==> src/rtl/dial_pkg.sv <==
// Shared constants and direction encoding for the dial accumulator.
package dial_pkg;

  localparam int DIAL_ANGLE_W  = 4;
  localparam int DIAL_DIV_SLOW = 8;
  localparam int DIAL_DIV_FAST = 2;
  localparam int DIAL_FRAC_W   = 3;

  typedef enum logic [1:0] {
    NONE = 2'd0,
    CW   = 2'd1,
    CCW  = 2'd2
  } dial_dir_t;

  // Pressing both buttons, or neither, means no rotation.
  function automatic dial_dir_t dir_decode(input logic plus, input logic minus);
    dial_dir_t d;
    d = NONE;
    if (plus && !minus) begin
      d = CW;
    end else if (minus && !plus) begin
      d = CCW;
    end
    return d;
  endfunction

endpackage

==> src/rtl/edge_toggle_det.sv <==
// Single-bit event detector.
//   TOGGLE_MODE=0: rising-edge detector (strobe pacing).
//   TOGGLE_MODE=1: level-change detector, suppressed until the first clock
//                  after reset release so the toggle level present at release
//                  is never mistaken for a new sample.
module edge_toggle_det #(
  parameter bit TOGGLE_MODE = 1'b0
) (
  input  logic clk_sys,
  input  logic reset_n,
  input  logic sig_in,
  output logic event_out
);

  logic sig_d;
  logic armed;

  // Previous-sample register and post-reset arming flag.
  always_ff @(posedge clk_sys or negedge reset_n) begin
    if (!reset_n) begin
      sig_d <= 1'b0;
      armed <= 1'b0;
    end else begin
      sig_d <= sig_in;
      armed <= 1'b1;
    end
  end

  assign event_out = TOGGLE_MODE ? (armed & (sig_in ^ sig_d))
                                 : (sig_in & ~sig_d);

endmodule

==> src/rtl/dial_accumulator.sv <==
// Converts held rotate buttons and spinner deltas into an absolute dial
// angle. State is a single fixed-point accumulator; the angle is its integer
// part. Button steps are paced by strobe rising edges through a prescaler;
// spinner deltas are added whenever the sample toggle bit changes.
module dial_accumulator
  import dial_pkg::*;
#(
  parameter int ANGLE_W  = DIAL_ANGLE_W,
  parameter int DIV_SLOW = DIAL_DIV_SLOW,
  parameter int DIV_FAST = DIAL_DIV_FAST,
  parameter int FRAC_W   = DIAL_FRAC_W
) (
  input  logic               clk_sys,
  input  logic               reset_n,
  input  logic               plus,
  input  logic               minus,
  input  logic               fast,
  input  logic               strobe,
  input  logic [8:0]         spin_in,
  output logic [ANGLE_W-1:0] spin_out,
  output logic               moved
);

  localparam int ACC_W   = ANGLE_W + FRAC_W;
  localparam int DIV_MAX = (DIV_SLOW > DIV_FAST) ? DIV_SLOW : DIV_FAST;
  localparam int PRE_W   = (DIV_MAX > 1) ? $clog2(DIV_MAX) : 1;

  // One whole angle step in accumulator units, and its two's complement.
  localparam logic [ACC_W-1:0] STEP_POS = ACC_W'(1) << FRAC_W;
  localparam logic [ACC_W-1:0] STEP_NEG = ACC_W'(0) - STEP_POS;

  logic             strobe_rise;
  logic             spin_update;
  dial_dir_t        dir;
  logic [PRE_W-1:0] pre;
  logic [PRE_W-1:0] pre_next;
  logic [PRE_W-1:0] div_m1;
  logic             step_fire;
  logic [ACC_W-1:0] step_acc;
  logic [ACC_W-1:0] delta_acc;
  logic [ACC_W-1:0] acc;
  logic [ACC_W-1:0] acc_next;

  edge_toggle_det #(.TOGGLE_MODE(1'b0)) u_strobe_det (
    .clk_sys   (clk_sys),
    .reset_n   (reset_n),
    .sig_in    (strobe),
    .event_out (strobe_rise)
  );

  edge_toggle_det #(.TOGGLE_MODE(1'b1)) u_spin_det (
    .clk_sys   (clk_sys),
    .reset_n   (reset_n),
    .sig_in    (spin_in[8]),
    .event_out (spin_update)
  );

  // Prescaler: count strobe edges while a direction is held; the >= compare
  // lets a mid-count switch to a shorter divider fire on the next edge.
  always_comb begin
    dir       = dir_decode(plus, minus);
    div_m1    = fast ? PRE_W'(DIV_FAST - 1) : PRE_W'(DIV_SLOW - 1);
    pre_next  = pre;
    step_fire = 1'b0;
    if (strobe_rise) begin
      if (dir == NONE) begin
        pre_next = '0;
      end else if (pre >= div_m1) begin
        pre_next  = '0;
        step_fire = 1'b1;
      end else begin
        pre_next = pre + PRE_W'(1);
      end
    end
  end

  // Next accumulator value: digital step and analog delta summed together,
  // wrapping modulo 2^ACC_W.
  always_comb begin
    step_acc = '0;
    if (step_fire) begin
      step_acc = (dir == CW) ? STEP_POS : STEP_NEG;
    end
    delta_acc = '0;
    if (spin_update) begin
      for (int i = 0; i < ACC_W; i++) begin
        delta_acc[i] = spin_in[(i < 8) ? i : 7];
      end
    end
    acc_next = acc + step_acc + delta_acc;
  end

  // Accumulator, prescaler and one-cycle moved pulse.
  always_ff @(posedge clk_sys or negedge reset_n) begin
    if (!reset_n) begin
      acc   <= '0;
      pre   <= '0;
      moved <= 1'b0;
    end else begin
      acc   <= acc_next;
      pre   <= pre_next;
      moved <= (acc_next[ACC_W-1:FRAC_W] != acc[ACC_W-1:FRAC_W]);
    end
  end

  assign spin_out = acc[ACC_W-1:FRAC_W];

endmodule

==> config.mk <==
export PLATFORM = sky130hd
export DESIGN_NAME = dial_accumulator
export DESIGN_NICKNAME = d
export VERILOG_FILES = /design/src/rtl/dial_pkg.sv /design/src/rtl/edge_toggle_det.sv /design/src/rtl/dial_accumulator.sv
export SDC_FILE = /design/constraint.sdc
export NUM_CORES = 1
export LEC_CHECK = 0
export BUFFER_PORTS_ARGS = -buffer_cell sky130_fd_sc_hd__buf_4
export CORE_MARGIN = 3
export CORE_UTILIZATION = 57
export CTS_CLUSTER_DIAMETER = 120
export DETAILED_ROUTE_END_ITERATION = 10
export HOLD_SLACK_MARGIN = 0.08
export PLACE_DENSITY = 0.82
export SLEW_MARGIN = 20
export SYNTH_ARGS = -nofsm -noshare
export SYNTH_HDL_FRONTEND = slang
export SYNTH_SLANG_ARGS = --single-unit
==> constraint.sdc <==
create_clock -name clk_sys -period 9.8 [get_ports clk_sys]
set_clock_uncertainty 0.15 [all_clocks]
set_input_delay 1.47 -clock clk_sys [delete_from_list [all_inputs] [get_ports clk_sys]]
set_output_delay 1.47 -clock clk_sys [all_outputs]
set_load 0.01 [all_outputs]
==> metrics.cfg <==
[global_routing]
grt_overflow = 0
antenna_found_initial = 0
grt_use_total = 0.1774
grt_pass1_vias = 659
grt_start_max_net_pins = 15
grt_pass1_wl_um = 2739

[cells_and_area]
finalNonFillerCells = 120
final_core_util = 0.7238
fillers = 132
area_growth_pct = 14.86
fin_nets = 137
drive_above_1_share = 0.2500
n_antenna_cell = 0

[synthesis]
synth.top_cell.area_share = 0.3526
synthTopCellsByArea = dfrtp_1, ha_1, fa_1
ys_seq_area_frac = 0.3526
synth_cell_types = 29
yosysTopAreaCell = dfrtp_1
syn_nets = 118
ys_ff_latch = 14
syn_area_um2 = 993.5
avgSynthCellArea_um2 = 11.42
synthCells = 87
synth.yosys.warnings = 0

[power_and_ir_drop]
pwr-share-clk = 0.112
p_int_mw = 0.1757
leakage_nw = 0.6298
netSwitchingPower_mw = 0.09883
pwr-share-comb = 0.563
p_seq_frac = 0.325
powerDensity_mw_per_mm2 = 240.6
p_sw_frac = 0.3599
irDropWorstVdd_mv = 0.1518

[routing]
drc_errors = 0
firstDrtPassIters = 3
routedWlPerCell_um = 13.64
first_iter_violations = 8
dr_total_vias = 656
viasPerCell = 5.467
drtAntennaViolNets = 0
routed_wl_um = 1637

[setup_path]
crit_slowest_cell = fa_1
worst_path_largest_cell_delay_ns = 0.51
crit_chain = buf_4 -> ha_1 -> a21o_1 -> a21oi_2 -> or3_2 -> fa_1 -> inv_1 -> ha_1 -> a21o_1 -> a21oi_1 -> xnor3_1 -> nor4b_1 -> mux2i_1
crit_path_max_fanout = 4
startpoint_type = primary input
endpoint_kind = register
cp.arrival_ns = 4.52
crit_type = primary input to register
required_ns = 9.79

[clock_network]
cts_setup_buffers = 0
cts_htree_levels = 1
postCtsHoldBufs = 0
cts_tree = built
cts_sinks = 14
clock_path_buffers = 2
cts_resized = 0
ctsRootBufferMaster = clkbuf_4
cts_buffers = 3
clk_pin_slew_ns = 0.08
insertion_delay_ns = 0.27

[sta]
setup_viol = 0
setup_ws_ns = 5.274
finalCriticalPeriod_ns = 4.526
rsz0062_at_grt = no
totalNegativeSetupSlack_ns = 0
drv_slew = 0
fin_hold_ws_ns = 0.3591
min_period_over_period = 0.4618
max_freq_ghz = 0.2209
hold_viol_final = 0

[hold_path]
hold_path_class = register to register

[die]
placementRows = 14
dieArea_mm2 = 0.002280
start_util = 0.6302
die_h_um = 47.75
ios = 20
die_x_um = 47.75
coreArea_mm2 = 0.001577

[placed_design]
gp_congestion = 0.8003
place_ws_ns = 4.991
dp_cells = 117
hpwl_um = 1405
io_buffers = 18

[run]
drv_cap = 0

[run_status]
status = completed

layer usage:
metal	vias to the layer above	track usage	wire [um]	part of all wire
met2	16	0.3166	821	0.50
met1	309	0.2238	725	0.44
li1	327	-	-	-
met4	0	0.04839	21	0.013
met5	-	0	0	0
met3	4	0.02256	69	0.042
critical path: cells and delay by family:
family / cells / cell delay [ns]
simple gates: 2 / 0.77
buf+inv: 2 / 0.16
fa+ha+maj: 3 / 1.11
xor+xnor: 1 / 0.27
mux: 1 / 0.11
compound gates: 4 / 0.61
flip-flops by register name (all words and copies together) (netlist names):
signal / count
pre: 3
u_strobe_det.sig_d: 1
moved: 1
u_spin_det.armed: 1
acc: 7
u_spin_det.sig_d: 1
path summary, 6_finish.rpt:
check | start | to | slack, ns | cells after the start
max | fast | moved | 5.27 | 13
max in group asynchronous | reset_n | pre[0] | 8.45 | 1
max reg2reg | pre[1] | moved | 6.17 | 12
min | acc[0] | acc[0] | 0.36 | 1
min in group asynchronous | reset_n | acc[4] | 0.88 | 1
min reg2reg | acc[0] | acc[0] | 0.36 | 1
cell usage after synthesis:
cell type  instances
dfrtp_1           14
ha_1              12
inv_1              9
nand2_1            5
xnor2_1            5
and3_1             4
buf_4              4
fa_1               4
a21o_1             3
o21ai_0            3
a21oi_1            2
nor4b_1            2
o21bai_1           2
xnor3_1            2
xor2_1             2
a211oi_1           1
a21o_2             1
a21oi_2            1
and2_1             1
conb_1             1
mux2i_1            1
nand2b_1           1
nor2b_1            1
nor3_1             1
nor4_1             1
or2b_1             1
or3_2              1
or4_4              1
xnor3_2            1
cell type report:
cell class	count	area, um^2	share of cell area
Clock buffer	3	22.52	0.01974
Timing Repair Buffer	18	135.1	0.1184
Sequential cell	14	350.3	0.3070
Tap cell	16	20.02	0.01754
Multi-Input combinational cell	60	579.3	0.5077
Inverter	9	33.78	0.02961
placed cells by master, fill, tap and decap left out, drive strengths merged:
| master | count |
|---|---|
| a21o | 4 |
| mux2i | 1 |
| a211oi | 1 |
| fa | 4 |
| nand2b | 1 |
| xor2 | 2 |
| nand2 | 5 |
| nor2b | 1 |
| buf | 18 |
| a21oi | 3 |
| dfrtp | 14 |
| ha | 12 |
| o21bai | 2 |
| and2 | 1 |
| or4 | 1 |
| clkbuf | 3 |
| or2b | 1 |
| nor3 | 1 |
| nor4b | 2 |
| or3 | 1 |
| conb | 1 |
| xnor3 | 3 |
| o21ai | 3 |
| and3 | 4 |
| xnor2 | 5 |
| nor4 | 1 |
| inv | 9 |
stage by stage:
step	instance area, um^2	total power [mW]
after global routing	1141	0.2995
final	1141	0.2746
after global placement	1119	0.2378
after floorplan	993.5	0.2152
after CTS	1141	0.2784
after detailed placement	1119	0.2477
power by group through the flow:
stage          registers, mW  logic [mW]  clock network [mW]
6_report              0.0894       0.155              0.0307
4_1_cts               0.0898       0.157              0.0315
2_1_floorplan         0.0876       0.128                   0
3_3_place_gp          0.0896       0.148                   0
3_5_place_dp          0.0909       0.157                   0
5_1_grt               0.0924       0.173              0.0338
cell families (layout without fill, tap and decap cells):
kind of cell	after synthesis	after routing	share of synthesized area
xor gates and xnor gates	10	10	0.1310
AOI/OAI and AO/OA	13	13	0.08816
buffers and inverters	13	30	0.06423
and+or+nand+nor	19	19	0.1184
adders and majority gates	16	16	0.2317
muxes	1	1	0.01008
other	1	1	0.003775
DFF	14	14	0.3526
No activity file was read; power rests on OpenSTA's default activity.
